## config.mk

```make
export PLATFORM = sky130hd
export DESIGN_NAME = dff_write_arbiter
export DESIGN_NICKNAME = d
export VERILOG_FILES = /design/src/rtl/dff_write_arbiter_pkg.sv /design/src/rtl/dff_write_arbiter_dff_en_reg.sv /design/src/rtl/dff_write_arbiter.sv
export SDC_FILE = /design/constraint.sdc
export NUM_CORES = 1
export LEC_CHECK = 0
export BUFFER_PORTS_ARGS = -buffer_cell sky130_fd_sc_hd__clkbuf_2
export CAP_MARGIN = 20
export CORE_ASPECT_RATIO = 0.9
export CORE_MARGIN = 10
export CORE_UTILIZATION = 44
export CTS_CLUSTER_SIZE = 40
export DETAILED_ROUTE_END_ITERATION = 10
export GPL_TIMING_DRIVEN = 0
export PLACE_DENSITY = 0.82
export SYNTH_ARGS = -nofsm -noshare
export SYNTH_HDL_FRONTEND = slang
export SYNTH_SLANG_ARGS = --single-unit
```

## constraint.sdc

```tcl
create_clock -name clk -period 1.6 [get_ports clk]
set_input_delay 0 -clock clk [delete_from_list [all_inputs] [get_ports clk]]
set_output_delay 0 -clock clk [all_outputs]
set_load 0.005 [all_outputs]
```

## src/rtl/dff_write_arbiter_pkg.sv

```systemverilog
// ---------------------------------------------------------------------------
// dff_write_arbiter_pkg
//   Shared definitions for the write arbiter:
//     - state_t      : two-state arbiter FSM encoding (ST_IDLE, ST_GRANT)
//     - WR_CNT_W     : width of the completed-write counter (16)
//     - OWNER_W      : width of requester indices (covers up to 8 requesters)
//     - MAX_NREQ     : largest supported requester count
//     - rr_pick()    : round-robin winner search starting at a pointer
// ---------------------------------------------------------------------------
package dff_write_arbiter_pkg;

  typedef enum logic {
    ST_IDLE  = 1'b0,
    ST_GRANT = 1'b1
  } state_t;

  localparam int WR_CNT_W = 16;
  localparam int OWNER_W  = 3;
  localparam int MAX_NREQ = 8;

  // Search requesters starting at ptr and moving upward with wrap-around at
  // nreq. Returns the first requesting index. The caller gates the result
  // with |req, so the value returned for an all-zero request is a don't-care.
  function automatic logic [OWNER_W-1:0] rr_pick(
    input logic [MAX_NREQ-1:0] req,
    input logic [OWNER_W-1:0]  ptr,
    input int                  nreq
  );
    logic               found;
    int                 idx;
    logic [OWNER_W-1:0] idx3;
    logic [OWNER_W-1:0] pick;
    found = 1'b0;
    pick  = '0;
    for (int i = 0; i < MAX_NREQ; i++) begin
      idx  = (int'(ptr) + i) % nreq;
      idx3 = OWNER_W'(idx);
      if (!found && (i < nreq) && req[idx3]) begin
        found = 1'b1;
        pick  = idx3;
      end
    end
    return pick;
  endfunction

endpackage

```

## src/rtl/dff_write_arbiter_dff_en_reg.sv

```systemverilog
// ---------------------------------------------------------------------------
// dff_en_reg
//   Enable-gated register holding the shared value written by the arbiter.
//   Ports:
//     clk  in   rising-edge clock
//     rst  in   synchronous active-high reset, clears q to 0
//     en   in   load enable
//     d    in   [W] data loaded when en is high
//     q    out  [W] register contents
// ---------------------------------------------------------------------------
module dff_en_reg #(
  parameter int W = 8
) (
  input  logic         clk,
  input  logic         rst,
  input  logic         en,
  input  logic [W-1:0] d,
  output logic [W-1:0] q
);

  logic [W-1:0] r_q;

  always_ff @(posedge clk) begin
    if (rst) begin
      r_q <= '0;
    end else if (en) begin
      r_q <= d;
    end
  end

  assign q = r_q;

endmodule

```

## src/rtl/dff_write_arbiter.sv

```systemverilog
// ---------------------------------------------------------------------------
// dff_write_arbiter
//   Round-robin arbiter granting NREQ requesters write access to one shared
//   W-bit register. A write takes two cycles: arbitration in IDLE (grant
//   registered), then the GRANT cycle where the register loads the winner's
//   data slice. Sustained throughput is one write every two cycles.
//   Ports:
//     clk       in   rising-edge clock
//     rst       in   synchronous active-high reset
//     req       in   [NREQ]   per-requester write request
//     wdata     in   [NREQ*W] write data, slice [i*W +: W] for requester i
//     gnt       out  [NREQ]   registered one-hot grant, one cycle per write
//     q         out  [W]      shared register contents
//     owner     out  [3]      index of requester that last wrote q
//     busy      out           high while in GRANT
//     wr_count  out  [16]     completed writes, saturating at all-ones
// ---------------------------------------------------------------------------
module dff_write_arbiter
  import dff_write_arbiter_pkg::*;
#(
  parameter int NREQ = 4,
  parameter int W    = 8
) (
  input  logic                clk,
  input  logic                rst,
  input  logic [NREQ-1:0]     req,
  input  logic [NREQ*W-1:0]   wdata,
  output logic [NREQ-1:0]     gnt,
  output logic [W-1:0]        q,
  output logic [2:0]          owner,
  output logic                busy,
  output logic [WR_CNT_W-1:0] wr_count
);

  // -------------------------------------------------------------------------
  // State
  // -------------------------------------------------------------------------
  state_t               r_state;
  logic [NREQ-1:0]      r_gnt;
  logic                 r_busy;
  logic [OWNER_W-1:0]   r_win;       // winner latched at arbitration
  logic [OWNER_W-1:0]   r_owner;
  logic [OWNER_W-1:0]   r_ptr;       // round-robin search start
  logic [WR_CNT_W-1:0]  r_wr_count;

  state_t               w_state_next;
  logic [NREQ-1:0]      w_gnt_next;
  logic                 w_busy_next;
  logic [OWNER_W-1:0]   w_win_next;
  logic [OWNER_W-1:0]   w_owner_next;
  logic [OWNER_W-1:0]   w_ptr_next;
  logic [WR_CNT_W-1:0]  w_wr_count_next;

  logic                 w_any_req;
  logic [OWNER_W-1:0]   w_pick;
  logic [NREQ-1:0]      w_pick_onehot;
  logic                 w_reg_en;
  logic [W-1:0]         w_reg_d;
  logic [W-1:0]         w_slice [NREQ];

  // -------------------------------------------------------------------------
  // Write data slices per requester
  // -------------------------------------------------------------------------
  genvar gi;
  generate
    for (gi = 0; gi < NREQ; gi++) begin : g_slice
      assign w_slice[gi] = wdata[gi*W +: W];
    end
  endgenerate

  // The data mux is driven from the registered winner, not from req, so the
  // write completes even if the winner withdraws during GRANT.
  always_comb begin
    w_reg_d = w_slice[0];
    for (int i = 1; i < NREQ; i++) begin
      if (r_win == OWNER_W'(i)) begin
        w_reg_d = w_slice[i];
      end
    end
  end

  // -------------------------------------------------------------------------
  // Arbitration
  // -------------------------------------------------------------------------
  assign w_any_req     = |req;
  assign w_pick        = rr_pick(MAX_NREQ'(req), r_ptr, NREQ);
  assign w_pick_onehot = {{(NREQ-1){1'b0}}, 1'b1} << w_pick;

  // -------------------------------------------------------------------------
  // FSM next-state and datapath control
  // -------------------------------------------------------------------------
  always_comb begin
    w_state_next    = r_state;
    w_gnt_next      = '0;
    w_busy_next     = 1'b0;
    w_win_next      = r_win;
    w_owner_next    = r_owner;
    w_ptr_next      = r_ptr;
    w_wr_count_next = r_wr_count;
    w_reg_en        = 1'b0;

    case (r_state)
      ST_IDLE: begin
        if (w_any_req) begin
          w_win_next   = w_pick;
          w_gnt_next   = w_pick_onehot;
          w_busy_next  = 1'b1;
          w_state_next = ST_GRANT;
        end
      end

      ST_GRANT: begin
        // req is not looked at here; the latched winner finishes its write.
        w_reg_en     = 1'b1;
        w_owner_next = r_win;
        w_ptr_next   = (r_win == OWNER_W'(NREQ-1)) ? '0 : r_win + 1'b1;
        if (r_wr_count != {WR_CNT_W{1'b1}}) begin
          w_wr_count_next = r_wr_count + 1'b1;
        end
        w_state_next = ST_IDLE;
      end

      default: begin
        w_state_next = ST_IDLE;
      end
    endcase
  end

  // -------------------------------------------------------------------------
  // State registers
  // -------------------------------------------------------------------------
  always_ff @(posedge clk) begin
    if (rst) begin
      r_state    <= ST_IDLE;
      r_gnt      <= '0;
      r_busy     <= 1'b0;
      r_win      <= '0;
      r_owner    <= '0;
      r_ptr      <= '0;
      r_wr_count <= '0;
    end else begin
      r_state    <= w_state_next;
      r_gnt      <= w_gnt_next;
      r_busy     <= w_busy_next;
      r_win      <= w_win_next;
      r_owner    <= w_owner_next;
      r_ptr      <= w_ptr_next;
      r_wr_count <= w_wr_count_next;
    end
  end

  // -------------------------------------------------------------------------
  // Shared register
  // -------------------------------------------------------------------------
  dff_en_reg #(
    .W (W)
  ) u_shared_reg (
    .clk (clk),
    .rst (rst),
    .en  (w_reg_en),
    .d   (w_reg_d),
    .q   (q)
  );

  // -------------------------------------------------------------------------
  // Outputs
  // -------------------------------------------------------------------------
  assign gnt      = r_gnt;
  assign busy     = r_busy;
  assign owner    = r_owner;
  assign wr_count = r_wr_count;

endmodule

```

## After elaboration in Yosys (flattened, before gate mapping)

Index checks and enable logic that the tools add are counted.

- Input port bits: 38
- Word-level logic and storage cells: 63
- Register bits after elaboration: 38

- Equal/unequal tests: 4
- Muxes and demuxes: 22
- Order comparisons: 4
- Add/sub/neg operators: 5
- Bitwise logic cells: 5
- Reduce and logical (&&, ||, !) cells: 14
- Shift operators: 1

Operators with widths:

| operator | count |
|---|---|
| 2-to-1 mux 8 bit | 3 |
| adder 16 x 1 -> 16 bit, second input constant | 1 |
| inequality test 16 bit, second input constant | 1 |
| < comparator 3 x 4 -> 1 bit, second input constant | 3 |
| binary-select mux 1 bit (select 3 bit) | 3 |
| 2-to-1 mux 1 bit | 9 |
| 2-to-1 mux 3 bit | 3 |
| OR reduction 2 bit | 4 |
| equality test 3 x 2 -> 1 bit, second input constant | 2 |
| adder 2 x 1 -> 2 bit, second input constant | 2 |
| adder 2 bit, second input constant | 2 |
| < comparator 2 x 4 -> 1 bit, second input constant | 1 |
| 2-to-1 mux 2 bit | 2 |
| AND reduction 2 bit | 2 |
| OR reduction 4 bit | 1 |
| << shifter 1 x 3 -> 4 bit, first input constant | 1 |
| AND 1 bit, first input constant | 3 |
| equality test 3 x 1 -> 1 bit, second input constant | 1 |
| logical AND 1 bit | 3 |
| logical NOT 1 bit | 3 |
| OR reduction 3 bit | 1 |
| binary-select mux 1 bit (select 2 bit) | 1 |
| inverter 1 bit | 2 |
| case mux 1 bit (2 select lines) | 1 |

## Longest topological paths before layout

- Depth after elaboration: 14
- Depth in mapped cells: 7
- Depth with buffers taken out: 6

## Cells and area by module

Synthesis repeated with hierarchy kept, for this count alone.

- Cell total of the unflattened synthesis: 224
- Area, all modules: 1834.3 µm²

By module, submodules not included:

| module | instances | area an instance (µm²) | cells an instance | seq. area each (µm²) |
|---|---|---|---|---|
| dff_write_arbiter | 1 | 1549.0 | 198 | 540.5 |
| dff_en_reg | 1 | 285.3 | 26 | 160.2 |

## Worst setup path before layout

No wires, ideal clock.

- Path kind: register to register
- Start point: register r_wr_count[4], in the netlist wr_count[4]
- End point: register r_wr_count[15], in the netlist wr_count[15]
- Data arrival time: 1.594 ns
- Required time: 1.529 ns
- Setup time: 0.071 ns
- Clock period less this slack: 1.665 ns
- Cell stages (with the launch flop): 5
- Setup slack: -0.065 ns
- Cell sequence: dfxtp_1 nand4_4 or3_4 or4_1 a21oi_1

- Longest elaborated chain between the ends: 2
- Elaborated cells between the ends (all ways): 3
- Classes of those cells: add/sub: 1; eq/ne: 1; reduce/logical: 1

RTL lines:

| item | RTL line | source |
|---|---|---|
| from (decl) | dff_write_arbiter.sv:44 | `logic [WR_CNT_W-1:0] r_wr_count;` |
| from (signal assigned) | dff_write_arbiter.sv:148 | `r_wr_count <= w_wr_count_next;` |
| branches (longest 2 deep; another with adder 16 x 1 -> 16 bit) | -- |  |

Several ways; the timed one is not identified.
A chain may end at the register's enable or synchronous reset.

## Final worst setup path

- Start point: register r_wr_count[0], in the netlist wr_count[0]
- End point: register r_wr_count[13], in the netlist wr_count[13]

The elaborated chain is that of the path after synthesis.

==> results.yml <==
logic_synthesis:
  synth_edf_count: 0
  synth_top_cell_by_area: "dfxtp_1"
  syn_nets: 257
  synth_warnings: 0
  yosysUniqueCellTypes: 39
  synth_top_area_share_pct: 38.65
  syn_area_per_cell_um2: 8.433
  ys_seq_area_share_pct: 38.65
  netlist_instances: 215
  synth_ff_type: "dfxtp_1"
  synth-async-reset-ratio_pct: 0
  syn_area_mm2: 0.001813
  ys_ff_latch: 35
  synth_area_leaders: "dfxtp_1, mux2i_1, nor2_1, a21oi_1, a211oi_1"
sta:
  tightestPinTransition_ns: 0.5698
  setup_viol: 1
  fin_setup_tns_ns: -0.02692
  fmax_mhz: 614.7
  layout_worst_path_cycle_share_pct: 101.7
  skew_ns: 0.004566
  min_period_ns: 1.627
  layout_setup_ws_ns: -0.02692
  slew_headroom_pct: 62.01
  maxSlewViolCount: 0
  hold_violations: 0
  rsz0062_at_grt: "true"
placement:
  dp_hpwl_um: 3930
  dpl_cell_area_mm2: 0.002232
  portBuffers: 67
  gp_congestion: 0.8538
global_routing:
  antenna_found_initial: 0
  grt_overflow_total: 0
  track_usage_pct: 15.52
  grt_pass1_wl_um: 8942
  grt_pass1_vias: 1941
  grt_max_degree: 17
detailed_routing:
  drt_pre_antenna_iters: 4
  ant_nets: 0
  route.vias.total: 1964
  highest_layer: "met4"
  post_drt_wl_per_cell_um: 15.87
  route.detailed.vias_per_inst: 5.595
  wl_met2_um: 2736
  route.met3.wl_um: 448
  drt_wl_total_um: 5572
  drt-initial-drc-count: 166
  wl_met1_um: 2298
  drc: 0
clock_tree:
  postCtsHoldBufs: 0
  cts_buffer_depth: 2
  cts.sinks: 35
  path_clk_slew_ns: 0.07
  cts_buffers: 5
  root_buffer: "clkbuf_8"
  tritoncts: "yes"
  h-tree-depth: 2
  insertion_delay_ns: 0.30
floorplanning:
  ios: 70
  start_util_pct: 45.11
  rows: 22
  dieWidth_um: 87.66
  core_mm2: 0.004019
  dieArea_mm2: 0.007091
  die_h_um: 80.90
worst_hold_path:
  worstHoldStart: "wdata[28]"
  hold_end: "u_shared_reg.q[4]"
  hold_depth: 3
  hold_path.class: "input pin to flip-flop"
worst_setup_path:
  crit_cells: 5
  cp_top_family: "simple AND/OR/NAND/NOR gates"
  r2r_slack_ns: -0.03
  reg2regPathDepth: 5
  r2r-start: "wr_count[0]"
  cp-start-kind: "flip-flop"
  crit_path_cell_trace: "and4_1 -> buf_6 -> o211ai_1 -> or4_1 -> a21oi_1"
  end_kind: "flip-flop"
  crit_buf_inv: 1
  criticalPathCategory: "flip-flop to flip-flop"
  required_ns: 1.83
  critPathMaxStageDelay_ns: 0.56
  cp.arrival_ns: 1.85
  r2r-end: "wr_count[13]"
  crit_slowest_cell: "or4_1"
  critPathMaxFanout: 4
cells_and_area:
  fin_nets: 344
  regArea_um2: 729.5
  antenna_cells: 0
  fillCellCount: 349
  multi_input_area_mm2: 0.001134
  stdcell_area_mm2: 0.002586
  layout_commonest_cell: "clkbuf_2"
  area_growth_pct: 42.65
  drive_gt1_share_pct: 42.57
  final_cell_mix: "clkbuf_2, nor2_1, mux2i_1"
power:
  peakVddDrop_mv: 0.5203
  power.leakage_nw: 1.081
  powerDensity_mw_per_mm2: 818.8
status:
  violations: "negative setup slack"
  status: "complete, but fails checks"
flow_run:
  drv_cap: 0
cells by family after synthesis:
kind of cell             Yosys count  synth area share [%]
AO/OA/AOI/OAI                     52                 17.74
other                              1                0.2068
XOR/XNOR                           1                0.4832
flip-flops                        35                 38.65
multiplexers                      23                 12.84
buffers and inverters             19                 4.348
AND/OR/NAND/NOR                   80                 22.98
adder cells (fa/ha/maj)            4                 2.761
report_power, final:
group / total, mW / switching [mW] / internal, mW
Combinational: 0.327 / 0.166 / 0.160
Sequential: 0.945 / 0.0317 / 0.913
Clock: 0.846 / 0.342 / 0.504
Total: 2.12 / 0.540 / 1.58
repair_timing:
action,4_1_cts,5_1_grt
pin swaps,3,9
buffers inserted,9,7
gates resized for setup,19,16
endpoints found under the setup margin,24,18
how the worst max path moves through the flow:
stage | start | end | slack, ns
5_1_grt | wr_count[0] | wr_count[13] | -0.08
2_1_floorplan | wr_count[12] | wr_count[15] | -0.0006
4_1_cts | wr_count[3] | wr_count[12] | 0.001
3_3_place_gp | wr_count[10] | wr_count[2] | -0.38
3_5_place_dp | wr_count[12] | wr_count[7] | -0.46
6_report | wr_count[0] | wr_count[13] | -0.03
area by class of cell:
type | count | area share (%)
Tap cell | 48 | 2.322
Sequential cell | 35 | 28.21
Multi-Input combinational cell | 161 | 43.83
Timing Repair Buffer | 83 | 17.76
Inverter | 5 | 0.7257
Clock inverter | 2 | 1.355
Clock buffer | 6 | 3.193
Buffer | 11 | 2.612
sequential cells by signal, summed over array words and instances, names as in the netlist:
signal / cells
r_win: 2
r_ptr: 2
gnt: 4
r_state: 1
wr_count: 16
u_shared_reg.q: 8
owner: 2
per-stage QoR:
step	setup slack, ns	hold WS, ns	util [%]	total power, mW	cells
after global routing	-0.07700	0.05434	64.35	2.216	351
after floorplan	-0.0006389	0.1980	-	1.147	215
after global placement	-0.3818	0.3344	55.54	1.268	330
after CTS	0.001496	0.02525	61.83	2.125	344
final	-0.02692	0.02841	64.35	2.118	351
after detailed placement	-0.4599	0.3380	55.54	1.276	330
worst reg2reg max path: stages (launching register included):
cell      delay [ns]
dfxtp_4         0.37
and4_1          0.21
buf_6           0.11
o211ai_1        0.17
or4_1           0.56
a21oi_1         0.13
Yosys cell counts, drive strengths merged, types with 2 or more instances:
| master | number |
|---|---|
| nor2 | 28 |
| mux2i | 21 |
| clkbuf | 9 |
| nor3 | 4 |
| a211oi | 10 |
| or3 | 6 |
| mux2 | 2 |
| nor4 | 4 |
| o21ai | 13 |
| nand2 | 15 |
| inv | 5 |
| buf | 5 |
| and4 | 2 |
| nand3 | 4 |
| or4 | 4 |
| nor2b | 2 |
| a21oi | 16 |
| o31ai | 5 |
| dfxtp | 35 |
| nand4 | 7 |
| ha | 4 |
routing by layer:
metal  vias up  GRT usage [%]
met2        71          24.71
met5         -              0
met1       916          18.46
li1        969              -
met3         8          5.000
met4         0          7.643
Note: power is estimated with default switching activity, not from simulation.
